`config.mk`:
```
export PLATFORM = sky130hd
export DESIGN_NAME = fifo_read_drainer_flat
export DESIGN_NICKNAME = d
export VERILOG_FILES = /design/src/rtl/fifo_read_drainer_if.sv /design/src/rtl/fifo_read_drainer.sv /design/src/flat_wrapper.sv
export SDC_FILE = /design/constraint.sdc
export NUM_CORES = 1
export LEC_CHECK = 0
export BUFFER_PORTS_ARGS = -buffer_cell sky130_fd_sc_hd__buf_2
export CORE_MARGIN = 2
export CORE_UTILIZATION = 52
export DETAILED_ROUTE_END_ITERATION = 10
export HOLD_SLACK_MARGIN = 0.08
export PLACE_DENSITY_LB_ADDON = 0.15
export SLEW_MARGIN = 40
export SYNTH_ARGS = -nofsm -noshare
export SYNTH_HDL_FRONTEND = slang
export SYNTH_SLANG_ARGS = --single-unit
```
`constraint.sdc`:
```
create_clock -name clk -period 2.5 [get_ports clk]
set_clock_uncertainty 0.15 [all_clocks]
set_input_delay 0.625 -clock clk [delete_from_list [all_inputs] [get_ports clk]]
set_output_delay 0.625 -clock clk [all_outputs]
set_load 0.1 [all_outputs]
```
`src/rtl/fifo_read_drainer_if.sv`:
```
`default_nettype none
// ============================================================================
// Module      : fifo_read_drainer_if
// Description : Bundles the FIFO read port (rinc/rdata/rempty) and the
//               downstream valid/ready stream of fifo_read_drainer.
//               master = drainer side, slave = FIFO + downstream side.
// Revision    : 1.0 - initial release
// ============================================================================
interface fifo_read_drainer_if #(
    parameter int WIDTH = 8
);
    logic             rinc;
    logic             rempty;
    logic [WIDTH-1:0] rdata;
    logic             out_valid;
    logic [WIDTH-1:0] out_data;
    logic             out_ready;

    modport master (
        output rinc,
        input  rempty,
        input  rdata,
        output out_valid,
        output out_data,
        input  out_ready
    );

    modport slave (
        input  rinc,
        output rempty,
        output rdata,
        input  out_valid,
        input  out_data,
        output out_ready
    );
endinterface
`default_nettype wire

```
`src/rtl/fifo_read_drainer.sv`:
```
`default_nettype none
// ============================================================================
// Module      : fifo_read_drainer
// Description : Read-side consumer of the async FIFO. Issues pops when the
//               FIFO is non-empty and the skid buffer has credit, tracks
//               reads across the fixed SRAM read latency and presents the
//               returned words on a valid/ready stream in pop order.
//               Optional macro FIFO_READ_DRAINER_STATS_EN adds pop_count and
//               stall_count outputs.
// Revision    : 1.0 - initial release
// ============================================================================
module fifo_read_drainer #(
    parameter int WIDTH     = 8,
    parameter int RD_LAT    = 1,
    parameter int BUF_DEPTH = 4
) (
    input  logic                clk,
    input  logic                rst,
    input  logic                en,
    input  logic                flush,
    output logic                busy,
`ifdef FIFO_READ_DRAINER_STATS_EN
    output logic [15:0]         pop_count,
    output logic [15:0]         stall_count,
`endif
    fifo_read_drainer_if.master bus
);

    localparam int c_OCC_W = $clog2(BUF_DEPTH + 1);
    localparam int c_SUM_W = c_OCC_W + 1;
    localparam int c_IDX_W = (BUF_DEPTH > 1) ? $clog2(BUF_DEPTH) : 1;
    localparam logic [c_IDX_W-1:0] c_IDX_LAST = c_IDX_W'(BUF_DEPTH - 1);
    localparam logic [c_SUM_W-1:0] c_DEPTH    = c_SUM_W'(BUF_DEPTH);

    typedef enum logic [1:0] {
        S_IDLE  = 2'd0,
        S_RUN   = 2'd1,
        S_FLUSH = 2'd2
    } state_t;

    state_t             r_state;
    state_t             w_state_nxt;
    logic [RD_LAT-1:0]  r_lat_sr;
    logic [RD_LAT-1:0]  w_lat_sr_nxt;
    logic [c_OCC_W-1:0] r_inflight;
    logic [c_OCC_W-1:0] r_occ;
    logic [c_IDX_W-1:0] r_head;
    logic [c_IDX_W-1:0] r_tail;
    logic [WIDTH-1:0]   r_buf [BUF_DEPTH];

    logic [c_SUM_W-1:0] w_sum;
    logic               w_credit;
    logic               w_issue;
    logic               w_land;
    logic               w_push;
    logic               w_pop;
    logic               w_valid;

    function automatic logic [c_IDX_W-1:0] f_inc(input logic [c_IDX_W-1:0] idx);
        return (idx == c_IDX_LAST) ? '0 : idx + c_IDX_W'(1);
    endfunction

    // Credit check, issue decision and buffer push/pop qualification.
    always_comb begin
        w_sum        = c_SUM_W'(r_inflight) + c_SUM_W'(r_occ);
        w_credit     = (w_sum < c_DEPTH);
        w_issue      = (r_state == S_RUN) && !bus.rempty && w_credit;
        w_land       = r_lat_sr[RD_LAT-1];
        // Landing words are discarded while flushing or on the flush cycle.
        w_push       = w_land && (r_state != S_FLUSH) && !flush;
        w_valid      = (r_occ != '0);
        w_pop        = w_valid && bus.out_ready && !flush;
        w_lat_sr_nxt = (r_lat_sr << 1) | RD_LAT'(w_issue);
    end

    assign bus.rinc      = w_issue;
    assign bus.out_valid = w_valid;
    assign bus.out_data  = r_buf[r_head];
    assign busy          = (r_inflight != '0) || w_valid || (r_state == S_FLUSH);

    // Next-state logic; flush overrides every other transition.
    always_comb begin
        w_state_nxt = r_state;
        case (r_state)
            S_IDLE:  if (en) w_state_nxt = S_RUN;
            S_RUN:   if (!en) w_state_nxt = S_IDLE;
            S_FLUSH: if (r_inflight == '0) w_state_nxt = S_IDLE;
            default: w_state_nxt = S_IDLE;
        endcase
        if (flush) begin
            w_state_nxt = S_FLUSH;
        end
    end

    // State register.
    always_ff @(posedge clk) begin
        if (rst) begin
            r_state <= S_IDLE;
        end else begin
            r_state <= w_state_nxt;
        end
    end

    // Read-latency tracking: valid shift register and in-flight counter.
    always_ff @(posedge clk) begin
        if (rst) begin
            r_lat_sr   <= '0;
            r_inflight <= '0;
        end else begin
            r_lat_sr <= w_lat_sr_nxt;
            case ({w_issue, w_land})
                2'b10:   r_inflight <= r_inflight + c_OCC_W'(1);
                2'b01:   r_inflight <= r_inflight - c_OCC_W'(1);
                default: r_inflight <= r_inflight;
            endcase
        end
    end

    // Skid buffer: capture landing words at the tail, advance head on accept.
    always_ff @(posedge clk) begin
        if (rst) begin
            r_head <= '0;
            r_tail <= '0;
            r_occ  <= '0;
            for (int i = 0; i < BUF_DEPTH; i++) begin
                r_buf[i] <= '0;
            end
        end else if (flush) begin
            r_head <= '0;
            r_tail <= '0;
            r_occ  <= '0;
        end else begin
            if (w_push) begin
                r_buf[r_tail] <= bus.rdata;
                r_tail        <= f_inc(r_tail);
            end
            if (w_pop) begin
                r_head <= f_inc(r_head);
            end
            case ({w_push, w_pop})
                2'b10:   r_occ <= r_occ + c_OCC_W'(1);
                2'b01:   r_occ <= r_occ - c_OCC_W'(1);
                default: r_occ <= r_occ;
            endcase
        end
    end

`ifdef FIFO_READ_DRAINER_STATS_EN
    logic [15:0] r_pop_cnt;
    logic [15:0] r_stall_cnt;

    // Accepted-word counter (wraps) and credit-stall counter (saturates).
    always_ff @(posedge clk) begin
        if (rst || flush) begin
            r_pop_cnt   <= '0;
            r_stall_cnt <= '0;
        end else begin
            if (w_pop) begin
                r_pop_cnt <= r_pop_cnt + 16'd1;
            end
            if ((r_state == S_RUN) && !bus.rempty && !w_credit && (r_stall_cnt != 16'hFFFF)) begin
                r_stall_cnt <= r_stall_cnt + 16'd1;
            end
        end
    end

    assign pop_count   = r_pop_cnt;
    assign stall_count = r_stall_cnt;
`endif

endmodule
`default_nettype wire

```
`src/flat_wrapper.sv`:
```
// flat-port wrapper written by rule: the top's interface ports become plain ports
module fifo_read_drainer_flat 
#(
    parameter int WIDTH     = 8,
    parameter int RD_LAT    = 1,
    parameter int BUF_DEPTH = 4
)
  (clk, rst, en, flush, busy, bus_rinc, bus_rempty, bus_rdata, bus_out_valid, bus_out_data, bus_out_ready);
  fifo_read_drainer_if #(.WIDTH(WIDTH)) bus_i ();
  input  logic clk;
  input  logic rst;
  input  logic en;
  input  logic flush;
  output logic busy;
  output wire logic [$bits(bus_i.rinc)-1:0] bus_rinc;
  input wire logic [$bits(bus_i.rempty)-1:0] bus_rempty;
  input wire logic [$bits(bus_i.rdata)-1:0] bus_rdata;
  output wire logic [$bits(bus_i.out_valid)-1:0] bus_out_valid;
  output wire logic [$bits(bus_i.out_data)-1:0] bus_out_data;
  input wire logic [$bits(bus_i.out_ready)-1:0] bus_out_ready;
  assign bus_rinc = bus_i.rinc;
  assign bus_i.rempty = bus_rempty;
  assign bus_i.rdata = bus_rdata;
  assign bus_out_valid = bus_i.out_valid;
  assign bus_out_data = bus_i.out_data;
  assign bus_i.out_ready = bus_out_ready;
  fifo_read_drainer #(.WIDTH(WIDTH), .RD_LAT(RD_LAT), .BUF_DEPTH(BUF_DEPTH)) u_core (.clk(clk), .rst(rst), .en(en), .flush(flush), .busy(busy), .bus(bus_i));
endmodule
```
# After elaboration in Yosys (flattened, before gate mapping)
# Memories as Yosys holds them, arrays and structs flattened. A register that Yosys moved wholly into a read port is not among the register bits.
# Index checks and enable logic that the tools add are counted.
# classes
n_addsub,7
multipliers,0
div_mod_pow,0
n_lt_le_gt_ge,1
eq_ne,15
shifts,0
mux,20
n_bitwise,0
reduce_logical,20
# ops
op,count
2-bit two-way mux,9
3-bit case mux with 2 select lines,2
2-bit equality test (second input constant),5
3-bit != test (second input constant),3
8-bit two-way mux,1
2-bit != test (second input constant),4
8-bit OR reduction,1
1-bit two-way mux,7
3-bit by 1-bit adder with 3-bit output (second input constant),2
2-bit by 1-bit equality test with 1-bit output (second input constant),3
1-bit logical AND,6
2-bit case mux with 3 select lines,1
3-bit AND reduction,2
3-bit nonzero test,2
3-bit by 1-bit subtractor with 3-bit output (second input constant),2
2-bit by 1-bit adder with 2-bit output (second input constant),2
3-bit by 3-bit adder with 4-bit output,1
4-bit by 3-bit < comparator with 1-bit output (second input constant),1
2-bit nonzero test,2
3-bit zero test,1
1-bit zero test,2
2-bit zero test,1
1-bit logical OR,2
2-bit OR reduction,1
# word_totals
reg_bits,13
latchBits,0
mem_bits_rw,32
romBits,0
inputBits,14
out_inout_bits,11
wordCells,71
mem_count,1
# memory_table
name,depth,word_bits,read_ports,rd_ports_with_merged_regs,wr,line_no,source
u_core.r_buf,4,8,1,1,4,fifo_read_drainer.sv:49,logic [WIDTH-1:0] r_buf [BUF_DEPTH];

# Longest topological paths before layout
# Gate-level depths: netlist of run 1.
# depth
depth_word,9
ltp_mapped,9
depth_no_buf,9

# Worst setup path before layout of run 1
# No wires, ideal clock.
# synth_timing
path_type,reg2out
from,register u_core.r_occ[2]
to,output busy
t_arrival_ns,2.091
t_required_ns,1.725
slack_ns,-0.366
stages_incl_launch_ff,3
path_buffers,0
cell_sequence,dfxtp_1 -> or3_1 -> nand3b_1
# synth_via
elab_chain_len,3
# synth_rtl
element,line_no,source
"start, declared",fifo_read_drainer.sv:46,logic [c_OCC_W-1:0] r_occ;
"start signal, assigned",fifo_read_drainer.sv:141,2'b10: r_occ <= r_occ + c_OCC_W'(1);
"start signal, assigned",fifo_read_drainer.sv:142,2'b01: r_occ <= r_occ - c_OCC_W'(1);
"start signal, assigned",fifo_read_drainer.sv:143,default: r_occ <= r_occ;
3-bit nonzero test,fifo_read_drainer.sv:71,w_valid = (r_occ != '0);
net bus_out_valid,flat_wrapper.sv:18,output wire logic [$bits(bus_i.out_valid)-1:0] bus_out_valid;
1-bit logical OR (2 in series),fifo_read_drainer.sv:79,assign busy = (r_inflight != '0) || w_valid || (r_state == S_FLUSH);
"end, declared",flat_wrapper.sv:14,output logic busy;
# The timed path passes the listed nets, and every way through them passes these cells.

# Final worst setup path of run 1
# layout_timing
from,register u_core.r_occ[1]
to,register u_core.r_inflight[2]
# layout_via
elab_chain_len,5
word_cells_on_any_way,7
classes_between,1 x add/sub; 1 x order compare; 2 x eq/ne; 1 x mux; 2 x reduce/logical
# layout_rtl
element,line_no,source
3-bit by 3-bit adder with 4-bit output *,fifo_read_drainer.sv:65,w_sum = c_SUM_W'(r_inflight) + c_SUM_W'(r_occ);
4-bit by 3-bit < comparator with 1-bit output *,fifo_read_drainer.sv:66,w_credit = (w_sum < c_DEPTH);
1-bit logical AND *,fifo_read_drainer.sv:67,w_issue = (r_state == S_RUN) && !bus.rempty && w_credit;
2-bit by 1-bit equality test with 1-bit output or 2-bit equality test (tied branches),fifo_read_drainer.sv:111,"case ({w_issue, w_land})"
3-bit case mux with 2 select lines or 2-bit nonzero test (tied branches),--,
"end signal, assigned",fifo_read_drainer.sv:112,2'b10: r_inflight <= r_inflight + c_OCC_W'(1);
"end signal, assigned",fifo_read_drainer.sv:113,2'b01: r_inflight <= r_inflight - c_OCC_W'(1);
"end signal, assigned",fifo_read_drainer.sv:114,default: r_inflight <= r_inflight;
"end, declared",fifo_read_drainer.sv:45,logic [c_OCC_W-1:0] r_inflight;
# Every way passes the cells marked *; elsewhere a longest branch is shown, timed or not.
# A chain may end at the register's enable or synchronous reset.

==> summary.md, run 1 <==
CTS
* 5 — TritonCTS buffer count
* 0.29 ns — worst-skew pair later-pin latency
* sky130_fd_sc_hd__clkbuf_8 — Clock Tree Root
* 47 — CTS sink count
* 0 — Hold-fix buffers, CTS
* built — TritonCTS clock tree
* 2 — CTS Buffer Depth
* 0.08 ns — Reg clk slew, reported paths
* 2 — H-tree lvl count

STA
* 0 — final setup violation count
* 0.326 ns — final-layout worst hold slack
* 0.972 — post-route clock period utilization
* 0 — number of hold violations in the final report
* 0.486 ns — Worst Max-Slew Pin Slew
* 2.43 ns — post-layout minimum cycle time
* 412 MHz — Max Fclk
* 0.678 — Rel. slew slack
* true — RSZ-0062 raised after global routing
* 0 — total count of max-transition violations in the final report

Min path
* register to register — classification of the worst-slack hold path

Critical path
* 2.58 ns — critical path required time
* ha_1 > nand3_1 > nand4b_1 > buf_4 > ha_2 > inv_1 > fa_2 > xor2_1 > or3_1 > a21oi_2 — worst-path cell chain
* sky130_fd_sc_hd__fa_2 — slowest cell on the critical path
* register — Critical Path Source Type
* 2.51 ns — WP data arrival
* adder cells — category of cells accounting for the largest share of critical-path delay
* 2 — critical path buffer and inverter count
* register — crit path capture type
* 3 — largest fanout on the critical path
* 0.07 ns — reg2reg setup slack
* register to register — start-to-end type of the worst setup path
* 0.38 ns — largest stage delay on the critical path

Outcome
* finished clean — result of the run

Routing
* 4.06 mm — wire length reported by the detailed router
* 4 — Detailed Routing Iterations Pass 1
* 15.9 um — Routed wire per std cell
* 5.49 — routed vias/inst
* 0 — detailed-route DRC error count
* 82 — iteration-0 DRC count of the detailed router
* 0 — post-route ant nets
* 1399 — total number of vias

Yosys
* 36 — number of unique standard cell types used by synthesis
* 0.436 — share of the synthesized area in the top cell type
* 2200 um^2 — Post-Synthesis Cell Area
* sky130_fd_sc_hd__edfxtp_1 — Primary FF master, synth
* 187 — net count of the mapped netlist
* 32 — EDFF count, synth
* sky130_fd_sc_hd__edfxtp_1, sky130_fd_sc_hd__dfxtp_1, sky130_fd_sc_hd__and2_1 — synth top area cells
* 165 — post-synthesis instance total
* 13.3 um^2 — syn avg cell area
* sky130_fd_sc_hd__edfxtp_1 — cell type with the highest aggregate area in the netlist
* 0.573 — sequential element share of the synthesized area
* 0 — Async S/R FF share, synth
* 47 — number of flip-flops and latches in the synthesized netlist
* 0 — Syn. warnings

Power
* 0.303 mV — Worst IR Drop VDD
* 0.081 — Gate power share
* 610 nW/um^2 — P per Cell Area
* 1.62 mW — power after layout
* 0.395 — clock network fraction of design power
* 1.03 nW — Leak Pwr
* 1.28 mW — Power Internal
* 0.524 — power share of the sequential group
* 0.343 mW — Net Switching
* 0.211 — sw frac

Floorplanning
* 23 — Row Count
* 4030 um^2 — area of the core region
* 69.1 um — Vert. Die Dim
* 25 — count of pins on the block boundary
* 0.547 — starting utilization of the core area
* 4770 um^2 — die area
* 69.1 um — Horiz. Die Dim

Global route
* 1432 — via count of the first global-routing pass
* 0 — GRT overflow
* 0 — number of antenna violations at the first check in global routing
* 0.185 — Total Routing Usage GR
* 15 — maximum number of pins on one net before global-route repair
* 6.70 mm — wire length of the first global-routing pass

Finish
* 305 — Layout fillers
* 0.366 — layout cells sized above 1
* 0.661 — Post-Route Utilization
* 933 um^2 — multi-input gate area in the final layout
* sky130_fd_sc_hd__and2_1 — most frequent standard cell in the layout excluding fill and tap cells
* 0 — diode count
* 226 — post-layout net count
* sky130_fd_sc_hd__and2_1, sky130_fd_sc_hd__edfxtp_1, sky130_fd_sc_hd__buf_2 — leading cell types in the layout, fill and taps excluded
* 1270 um^2 — Register Area
* 2660 um^2 — post-route standard cell area excluding fillers
* 255 — final non-filler cell total
* 20.9% — P&R area growth vs syn

Place
* 24 — port bufs
* 2.89 mm — hpwl dp
* 2460 um^2 — post-placement cell area
* 0.719 — global placement routability congestion
* 245 — Cells after DPL

Run
* 0 — maxcap violations

-- power groups by stage --
stage / clock [mW] / sequential [mW] / combinational (mW)
after floorplan: 0 / 0.870 / 0.0945
after global placement: 0 / 0.871 / 0.128
after detailed placement: 0 / 0.873 / 0.129
after CTS: 0.657 / 0.855 / 0.130
after global routing: 0.689 / 0.854 / 0.139
final: 0.642 / 0.851 / 0.131
-- final timing paths --
kind / endpoint / from / cells after the start
worst min-delay path: u_core.r_state[0] / u_core.r_state[1] / 1
worst max register to register: u_core.r_inflight[2] / u_core.r_occ[1] / 10
worst max-delay path: u_core.r_inflight[2] / u_core.r_occ[1] / 10
worst min register to register: u_core.r_state[0] / u_core.r_state[1] / 1
-- cells in the mapped netlist (2+ instances only) --
cell type / n
sky130_fd_sc_hd__dfxtp_1: 15
sky130_fd_sc_hd__nor2_1: 9
sky130_fd_sc_hd__nor4_4: 2
sky130_fd_sc_hd__ha_1: 6
sky130_fd_sc_hd__mux4_2: 8
sky130_fd_sc_hd__nand2b_1: 3
sky130_fd_sc_hd__nand2_1: 6
sky130_fd_sc_hd__mux2i_1: 3
sky130_fd_sc_hd__xor2_1: 3
sky130_fd_sc_hd__edfxtp_1: 32
sky130_fd_sc_hd__or2_2: 3
sky130_fd_sc_hd__fa_1: 2
sky130_fd_sc_hd__inv_1: 5
sky130_fd_sc_hd__a21oi_1: 3
sky130_fd_sc_hd__and2_1: 33
sky130_fd_sc_hd__buf_2: 4
sky130_fd_sc_hd__nand4_1: 2
sky130_fd_sc_hd__or3_1: 5
sky130_fd_sc_hd__o21ai_0: 4
-- registers in the layout, indices dropped and copies added, names as in the netlist, named ones only --
| name | cells |
|---|---|
| u_core.r_buf | 32 |
| u_core.r_head | 2 |
| u_core.r_inflight | 3 |
| u_core.r_lat_sr | 1 |
| u_core.r_occ | 3 |
| u_core.r_state | 2 |
| u_core.r_tail | 2 |
-- through the flow --
| stage | setup slack [ns] | TNS (ns) |
|---|---|---|
| floorplan | -0.00777 | -0.00777 |
| global placement | 0.00245 | 0 |
| global route | -0.0577 | -0.0577 |
| finish | 0.0701 | 0 |
| detailed placement | -0.0848 | -0.0869 |
| CTS | 0.00222 | 0 |
-- routing by layer --
layer | part of all wire | vias to the layer above | global-route usage
li1 | - | 667 | -
met1 | 0.38 | 689 | 0.199
met2 | 0.56 | 39 | 0.346
met3 | 0.045 | 4 | 0.0439
met4 | 0.016 | 0 | 0.0719
met5 | 0 | - | 0
-- worst register-to-register path: stages, from the launching register on --
cell	delay (ns)
sky130_fd_sc_hd__dfxtp_4	0.35
sky130_fd_sc_hd__ha_1	0.27
sky130_fd_sc_hd__nand3_1	0.07
sky130_fd_sc_hd__nand4b_1	0.12
sky130_fd_sc_hd__buf_4	0.13
sky130_fd_sc_hd__ha_2	0.19
sky130_fd_sc_hd__inv_1	0.07
sky130_fd_sc_hd__fa_2	0.38
sky130_fd_sc_hd__xor2_1	0.16
sky130_fd_sc_hd__or3_1	0.37
sky130_fd_sc_hd__a21oi_2	0.12
-- cells by family (layout without fill, tap and decap cells) --
kind of cell | count (synthesis) | count (layout) | synth area share
adders and majority gates | 8 | 8 | 0.0523
muxes | 11 | 11 | 0.0955
AOI/OAI and AO/OA | 9 | 9 | 0.0239
DFF | 47 | 47 | 0.573
xor gates and xnor gates | 4 | 4 | 0.0159
buffers and inverters | 11 | 51 | 0.0244
and+or+nand+nor | 75 | 75 | 0.215
-- final cells by class --
class                           count  share of cell area
Multi-Input combinational cell    107               0.351
Sequential cell                    47               0.479
Clock inverter                      2              0.0226
Clock buffer                        6              0.0273
Tap cell                           50              0.0235
Timing Repair Buffer               38              0.0903
Inverter                            5             0.00705
-- what timing repair did --
item                                    CTS  global route
endpoints found under the setup margin    1             2
pin swaps                                 2             4
buffers inserted                          1             1
gates resized for setup                   6             8
Note: power is estimated with default switching activity, not from simulation.
==> run 2: changes to the inputs <==
- CORE_MARGIN: 2 -> unset
- GPL_TIMING_DRIVEN: unset -> 0
==> run 2 against run 1 <==
Against the previous run: non-clock buffer count decreased by 9; worst setup slack improved by 0.0075 ns; sequential power hardly changed; core utilization down 2.3 points; die area is 5.7% lower; global-route usage rose by 1.8 points; critical endpoint is now bus_rinc; largest cell class unchanged.
==> summary.md, run 2 (synthesis gave the netlist of run 1 again) <==
Global route
* 6.32 mm — wire length of the first global-routing pass, was 6.70 mm
* 0.203 — Total Routing Usage GR, was 0.185
* 15 — maximum number of pins on one net before global-route repair, unchanged
* 0 — number of antenna violations at the first check in global routing, unchanged
* 0 — GRT overflow, unchanged
* 1437 — via count of the first global-routing pass, was 1432

Power
* 0.981 nW — Leak Pwr, was 1.03 nW
* 0.373 mV — Worst IR Drop VDD, was 0.303 mV
* 590 nW/um^2 — P per Cell Area, was 610 nW/um^2

CTS
* 5 — TritonCTS buffer count, unchanged
* 47 — CTS sink count, unchanged
* sky130_fd_sc_hd__clkbuf_8 — Clock Tree Root, unchanged
* 0 — Hold-fix buffers, CTS, unchanged
* 0.29 ns — worst-skew pair later-pin latency, about the same
* 0.08 ns — Reg clk slew, reported paths, about the same
* 2 — H-tree lvl count, unchanged
* 2 — CTS Buffer Depth, unchanged
* built — TritonCTS clock tree, unchanged

STA
* true — RSZ-0062 raised after global routing, unchanged
* 0.350 ns — final-layout worst hold slack, was 0.326 ns
* 0 — final setup violation count, unchanged
* 0 — total count of max-transition violations in the final report, unchanged
* 413 MHz — Max Fclk, was 412 MHz
* 0.969 — post-route clock period utilization, was 0.972
* 2.42 ns — post-layout minimum cycle time, was 2.43 ns
* 0.641 — Rel. slew slack, was 0.678
* 0.536 ns — Worst Max-Slew Pin Slew, was 0.486 ns
* 0 — number of hold violations in the final report, unchanged

Critical path
* 1.65 ns — WP data arrival, was 2.51 ns
* 0.13 ns — reg2reg setup slack, was 0.07 ns
* 4 — largest fanout on the critical path, was 3
* 2 — critical path buffer and inverter count, unchanged
* simple AND/OR/NAND/NOR gates — category of cells accounting for the largest share of critical-path delay, was adder cells
* output pin — crit path capture type, was register
* sky130_fd_sc_hd__dfxtp_2 — slowest cell on the critical path, was sky130_fd_sc_hd__fa_2
* register — Critical Path Source Type, unchanged
* 0.39 ns — largest stage delay on the critical path, was 0.38 ns
* ha_4 > nor4_2 > nand4b_1 > inv_2 > buf_12 — worst-path cell chain, was ha_1 > nand3_1 > nand4b_1 > buf_4 > ha_2 > inv_1 > fa_2 > xor2_1 > or3_1 > a21oi_2
* 1.73 ns — critical path required time, was 2.58 ns
* register to output pin — start-to-end type of the worst setup path, was register to register

Routing
* 1326 — total number of vias, was 1399
* 15.9 um — Routed wire per std cell, about the same
* 0 — post-route ant nets, unchanged
* 3.91 mm — wire length reported by the detailed router, was 4.06 mm
* 4 — Detailed Routing Iterations Pass 1, unchanged
* 5.39 — routed vias/inst, was 5.49
* 97 — iteration-0 DRC count of the detailed router, was 82
* 0 — detailed-route DRC error count, unchanged

Outcome
* finished clean — result of the run, unchanged

Run
* 0 — maxcap violations, unchanged

Floorplanning
* 4030 um^2 — area of the core region, unchanged
* 67.1 um — Horiz. Die Dim, was 69.1 um
* 67.1 um — Vert. Die Dim, was 69.1 um
* 0.547 — starting utilization of the core area, unchanged
* 4500 um^2 — die area, was 4770 um^2
* 23 — Row Count, unchanged
* 25 — count of pins on the block boundary, unchanged

Finish
* 0.342 — layout cells sized above 1, was 0.366
* 2570 um^2 — post-route standard cell area excluding fillers, was 2660 um^2
* sky130_fd_sc_hd__and2_1, sky130_fd_sc_hd__edfxtp_1, sky130_fd_sc_hd__buf_2 — leading cell types in the layout, fill and taps excluded, unchanged
* 0 — diode count, unchanged
* 331 — Layout fillers, was 305
* 217 — post-layout net count, was 226
* u_core.r_buf — Top reg by flops, unchanged
* 0.637 — Post-Route Utilization, was 0.661
* 16.6% — P&R area growth vs syn, was 20.9%
* sky130_fd_sc_hd__and2_1 — most frequent standard cell in the layout excluding fill and tap cells, unchanged
* 246 — final non-filler cell total, was 255
* u_core.r_buf: 32 flops, u_core.r_inflight: 3 flops, u_core.r_occ: 3 flops — largest registers, unchanged
* 32 — number of flip-flops under the largest register name, unchanged

Place
* 0.699 — global placement routability congestion, was 0.719
* 2400 um^2 — post-placement cell area, was 2460 um^2
* 239 — Cells after DPL, was 245
* 2.83 mm — hpwl dp, was 2.89 mm
* 24 — port bufs, unchanged

Min path
* register to register — classification of the worst-slack hold path, unchanged

==> run 2: final timing paths <==
check | from | end | cells after the start
hold reg to reg | u_core.r_state[1] | u_core.r_state[0] | 1
setup / recovery | u_core.r_inflight[2] | bus_rinc | 5
setup reg to reg | u_core.r_occ[1] | u_core.r_inflight[2] | 9
hold / removal | u_core.r_state[1] | u_core.r_state[0] | 1
==> run 2: repair_timing <==
item	in CTS	in global routing
hold endpoints to repair	0	0
pin swaps	1	5
endpoints found under the setup margin	9	4
buffers inserted	0	0
gates resized for setup	5	14
==> run 2: layout make-up <==
cell class / instances / area [um^2] / area share
clock inverter: 3 / 38.8 / 0.0151
buffer: 5 / 40.0 / 0.0156
inverter: 5 / 18.8 / 0.00731
timing repair buffer: 24 / 138 / 0.0536
multi-input combinational: 107 / 930 / 0.362
sequential: 47 / 1270 / 0.495
clock buffer: 5 / 68.8 / 0.0268
tap: 50 / 62.6 / 0.0244
==> run 2: power breakdown <==
| part | total, mW | internal, mW | switching [mW] | leakage, nW |
|---|---|---|---|---|
| Clock | 0.535 | 0.293 | 0.243 | 0.0556 |
| Combinational | 0.128 | 0.0348 | 0.0931 | 0.473 |
| Sequential | 0.853 | 0.845 | 0.00747 | 0.453 |
| Total | 1.52 | 1.17 | 0.343 | 0.981 |
==> run 2: routing by layer <==
layer  track usage  routed length [um]  vias up
met5             0                   0        -
met4         0.120                  70        0
met3        0.0428                 126        7
met2         0.386                2190       23
met1         0.195                1530      646
li1              -                   -      650
==> run 2: stage by stage <==
stage | total power, mW | setup WS, ns | setup TNS [ns]
detailed placement | 0.998 | -0.199 | -0.295
CTS | 1.53 | 0.00624 | 0
floorplan | 0.964 | -0.00777 | -0.00777
finish | 1.52 | 0.0777 | 0
global route | 1.57 | -0.0125 | -0.0125
global placement | 0.994 | -0.139 | -0.732
==> run 2: worst reg2reg max path: stages (launching register included) <==
cell and delay [ns]:
sky130_fd_sc_hd__dfxtp_4 0.36, sky130_fd_sc_hd__ha_1 0.28, sky130_fd_sc_hd__nand3_1 0.07, sky130_fd_sc_hd__nand4b_1 0.17
sky130_fd_sc_hd__ha_2 0.22, sky130_fd_sc_hd__inv_1 0.06, sky130_fd_sc_hd__fa_2 0.38, sky130_fd_sc_hd__xor2_1 0.15
sky130_fd_sc_hd__or3_1 0.31, sky130_fd_sc_hd__a21oi_1 0.14
==> run 3: changes to the inputs <==
- ABC_AREA: unset -> 1
==> run 3 against run 2 <==
Against the previous run: critical path depth did not move; first-iteration DRC count fell by 34%; synthesized cell count rose by 39%; non-clock buffer count fell by 2; area after synthesis barely moved; count of clock-buffer cells in the layout rose by 3; sequential power barely moved; cell area fell by 0.63%; core utilization fell by 0.40 points; highest routed layer unchanged.
==> summary.md, run 3 <==
Outcome
* finished clean — result of the run, unchanged

Yosys
* sky130_fd_sc_hd__nor2_1 — cell with the most instances after synthesis, was sky130_fd_sc_hd__and2_1
* 0.572 — sequential element share of the synthesized area, was 0.573
* 32 — EDFF count, synth, unchanged
* 0 — Syn. warnings, unchanged
* 0 — Async S/R FF share, synth, unchanged
* 9.58 um^2 — syn avg cell area, was 13.3 um^2
* 2200 um^2 — Post-Synthesis Cell Area, about the same
* 47 — number of flip-flops and latches in the synthesized netlist, unchanged
* sky130_fd_sc_hd__nor2_1, sky130_fd_sc_hd__edfxtp_1, sky130_fd_sc_hd__inv_1 — Post-synth top cells, was sky130_fd_sc_hd__and2_1, sky130_fd_sc_hd__edfxtp_1, sky130_fd_sc_hd__dfxtp_1
* sky130_fd_sc_hd__edfxtp_1, sky130_fd_sc_hd__dfxtp_1, sky130_fd_sc_hd__nor2_1 — synth top area cells, was sky130_fd_sc_hd__edfxtp_1, sky130_fd_sc_hd__dfxtp_1, sky130_fd_sc_hd__and2_1
* 26 — number of unique standard cell types used by synthesis, was 36
* 0.436 — share of the synthesized area in the top cell type, about the same
* sky130_fd_sc_hd__edfxtp_1 — Primary FF master, synth, unchanged
* sky130_fd_sc_hd__edfxtp_1 — cell type with the highest aggregate area in the netlist, unchanged
* 230 — post-synthesis instance total, was 165
* 252 — net count of the mapped netlist, was 187

Finish
* u_core.r_buf: 32 flops, u_core.r_inflight: 3 flops, u_core.r_occ: 3 flops — largest registers, unchanged
* 32 — number of flip-flops under the largest register name, unchanged
* 0.214 — layout cells sized above 1, was 0.342
* 283 — post-layout net count, was 217
* sky130_fd_sc_hd__nor2_1 — most frequent standard cell in the layout excluding fill and tap cells, was sky130_fd_sc_hd__and2_1
* 0 — diode count, unchanged
* u_core.r_buf — Top reg by flops, unchanged
* 0.633 — Post-Route Utilization, was 0.637
* 343 — Layout fillers, was 331
* sky130_fd_sc_hd__nor2_1, sky130_fd_sc_hd__edfxtp_1, sky130_fd_sc_hd__inv_1 — leading cell types in the layout, fill and taps excluded, was sky130_fd_sc_hd__and2_1, sky130_fd_sc_hd__edfxtp_1, sky130_fd_sc_hd__buf_2
* 15.8% — P&R area growth vs syn, was 16.6%

Min path
* register to register — classification of the worst-slack hold path, unchanged

Power
* 1.42 mW — power after layout, was 1.52 mW
* 556 nW/um^2 — P per Cell Area, was 590 nW/um^2
* 1.09 nW — Leak Pwr, was 0.981 nW
* 0.318 mV — Worst IR Drop VDD, was 0.373 mV

Floorplanning
* 25 — count of pins on the block boundary, unchanged
* 4030 um^2 — area of the core region, unchanged
* 4500 um^2 — die area, about the same
* 67.1 um — Horiz. Die Dim, about the same
* 0.547 — starting utilization of the core area, about the same
* 23 — Row Count, unchanged
* 67.1 um — Vert. Die Dim, about the same

Routing
* 0 — post-route ant nets, unchanged
* 13.6 um — Routed wire per std cell, was 15.9 um
* 1628 — total number of vias, was 1326
* 0 — detailed-route DRC error count, unchanged
* 4 — Detailed Routing Iterations Pass 1, unchanged
* 64 — iteration-0 DRC count of the detailed router, was 97
* 4.25 mm — wire length reported by the detailed router, was 3.91 mm
* 5.22 — routed vias/inst, was 5.39

Critical path
* output pin — crit path capture type, unchanged
* 0.39 ns — reg2reg setup slack, was 0.13 ns
* register to output pin — start-to-end type of the worst setup path, unchanged
* register — Critical Path Source Type, unchanged
* sky130_fd_sc_hd__dfxtp_2 — slowest cell on the critical path, unchanged
* 1.73 ns — critical path required time, about the same
* inv_2 > buf_2 > nor2_1 > o22ai_2 > buf_4 — worst-path cell chain, was ha_4 > nor4_2 > nand4b_1 > inv_2 > buf_12
* 0.37 ns — largest stage delay on the critical path, was 0.39 ns
* 1.61 ns — WP data arrival, was 1.65 ns
* 10 — largest fanout on the critical path, was 4

STA
* 0.771 ns — Worst Max-Slew Pin Slew, was 0.536 ns
* 0 — total count of max-transition violations in the final report, unchanged
* false — RSZ-0062 raised after global routing, was true
* 0.377 ns — final-layout worst hold slack, was 0.350 ns
* 0 — final setup violation count, unchanged
* 0.956 — post-route clock period utilization, was 0.969
* 2.39 ns — post-layout minimum cycle time, was 2.42 ns
* 0 — number of hold violations in the final report, unchanged
* 0.483 — Rel. slew slack, was 0.641
* 418 MHz — Max Fclk, was 413 MHz

CTS
* 0.29 ns — worst-skew pair later-pin latency, about the same
* 47 — CTS sink count, unchanged
* 2 — H-tree lvl count, unchanged
* 0.07 ns — Reg clk slew, reported paths, was 0.08 ns
* sky130_fd_sc_hd__clkbuf_8 — Clock Tree Root, unchanged
* built — TritonCTS clock tree, unchanged
* 0 — Hold-fix buffers, CTS, unchanged
* 2 — CTS Buffer Depth, unchanged
* 0 — Post CTS Setup Buffer Count, unchanged
* 5 — TritonCTS buffer count, unchanged

Global route
* 14 — maximum number of pins on one net before global-route repair, was 15
* 0 — number of antenna violations at the first check in global routing, unchanged
* 1497 — via count of the first global-routing pass, was 1437
* 0 — GRT overflow, unchanged
* 6.69 mm — wire length of the first global-routing pass, was 6.32 mm
* 0.214 — Total Routing Usage GR, was 0.203

Run
* 0 — maxcap violations, unchanged

Place
* 0.735 — global placement routability congestion, was 0.699
* 2.96 mm — hpwl dp, was 2.83 mm
* 24 — port bufs, unchanged

## run 3: cell types whose count changed after synthesis, sizes merged, moves of 8 or more
| cell | delta |
|---|---|
| nor2 | +52 |
| and2 | -33 |
| inv | +25 |
| o21ai | +18 |
| nand2 | +17 |
| mux4 | -8 |
| o22ai | +8 |
## run 3: cell families (layout without fill, tap and decap cells)
family / count (synthesis) / after routing / synth area share
fa+ha+maj: 8 / 8 / 0.0522
flops: 47 / 47 / 0.572
simple gates: 104 / 104 / 0.223
compound gates: 38 / 38 / 0.0914
buf+inv: 33 / 65 / 0.0608
## run 3: final timing paths
check / from / endpoint / cells past startpoint
max: register / bus_out_data[5] / 5
min: u_core.r_occ[1] / u_core.r_occ[1] / 2
max reg2reg: u_core.r_occ[1] / u_core.r_inflight[2] / 12
min reg2reg: u_core.r_occ[1] / u_core.r_occ[1] / 2
## run 3: report_power, final
| part | total [mW] | internal [mW] | switching, mW | leakage [nW] |
|---|---|---|---|---|
| logic | 0.131 | 0.0297 | 0.101 | 0.597 |
| registers | 0.854 | 0.848 | 0.00654 | 0.452 |
| clock network | 0.433 | 0.199 | 0.234 | 0.0395 |
| total | 1.42 | 1.08 | 0.341 | 1.09 |
## run 3: critical path, delay by kind of cell, from the launching register on
family	cells	cell delay, ns
buf+inv	3	0.70
compound gates	1	0.16
simple gates	1	0.09
flops	1	0.37
## run 3: through the flow
| step | cell area (um^2) | setup WS, ns | setup TNS [ns] | cells |
|---|---|---|---|---|
| 2_1_floorplan | 2260 | -0.0272 | -0.0272 | 230 |
| 3_3_place_gp | 2440 | 0.0896 | 0 | 304 |
| 3_5_place_dp | 2440 | 0.0586 | 0 | 304 |
| 4_1_cts | 2540 | 0.00458 | 0 | 312 |
| 5_1_grt | 2550 | 0.0105 | 0 | 312 |
| 6_report | 2550 | 0.110 | 0 | 312 |
## run 3: timing repair
| action | 4_1_cts | 5_1_grt |
|---|---|---|
| cloned | 0 | 0 |
| hold endpoints to repair | 0 | 0 |
| setup endpoints to repair | 9 | 8 |
| resized for setup | 9 | 3 |
## run 3: cell type report
cell class              instances  area [um^2]  area share
clock buffers                   8         80.1      0.0314
flip-flops and latches         47         1260       0.495
well taps                      50         62.6      0.0245
repair buffers                 24          150      0.0589
inverters                      30          113      0.0441
multi-input cells             150          862       0.338
plain buffers                   3         21.3     0.00834
## run 3: routing by layer
| layer | up-vias | track usage | routed length, um |
|---|---|---|---|
| li1 | 832 | - | - |
| met1 | 752 | 0.249 | 1930 |
| met4 | 0 | 0.106 | 116 |
| met5 | - | 0 | 0 |
| met2 | 33 | 0.373 | 2090 |
| met3 | 11 | 0.0360 | 121 |
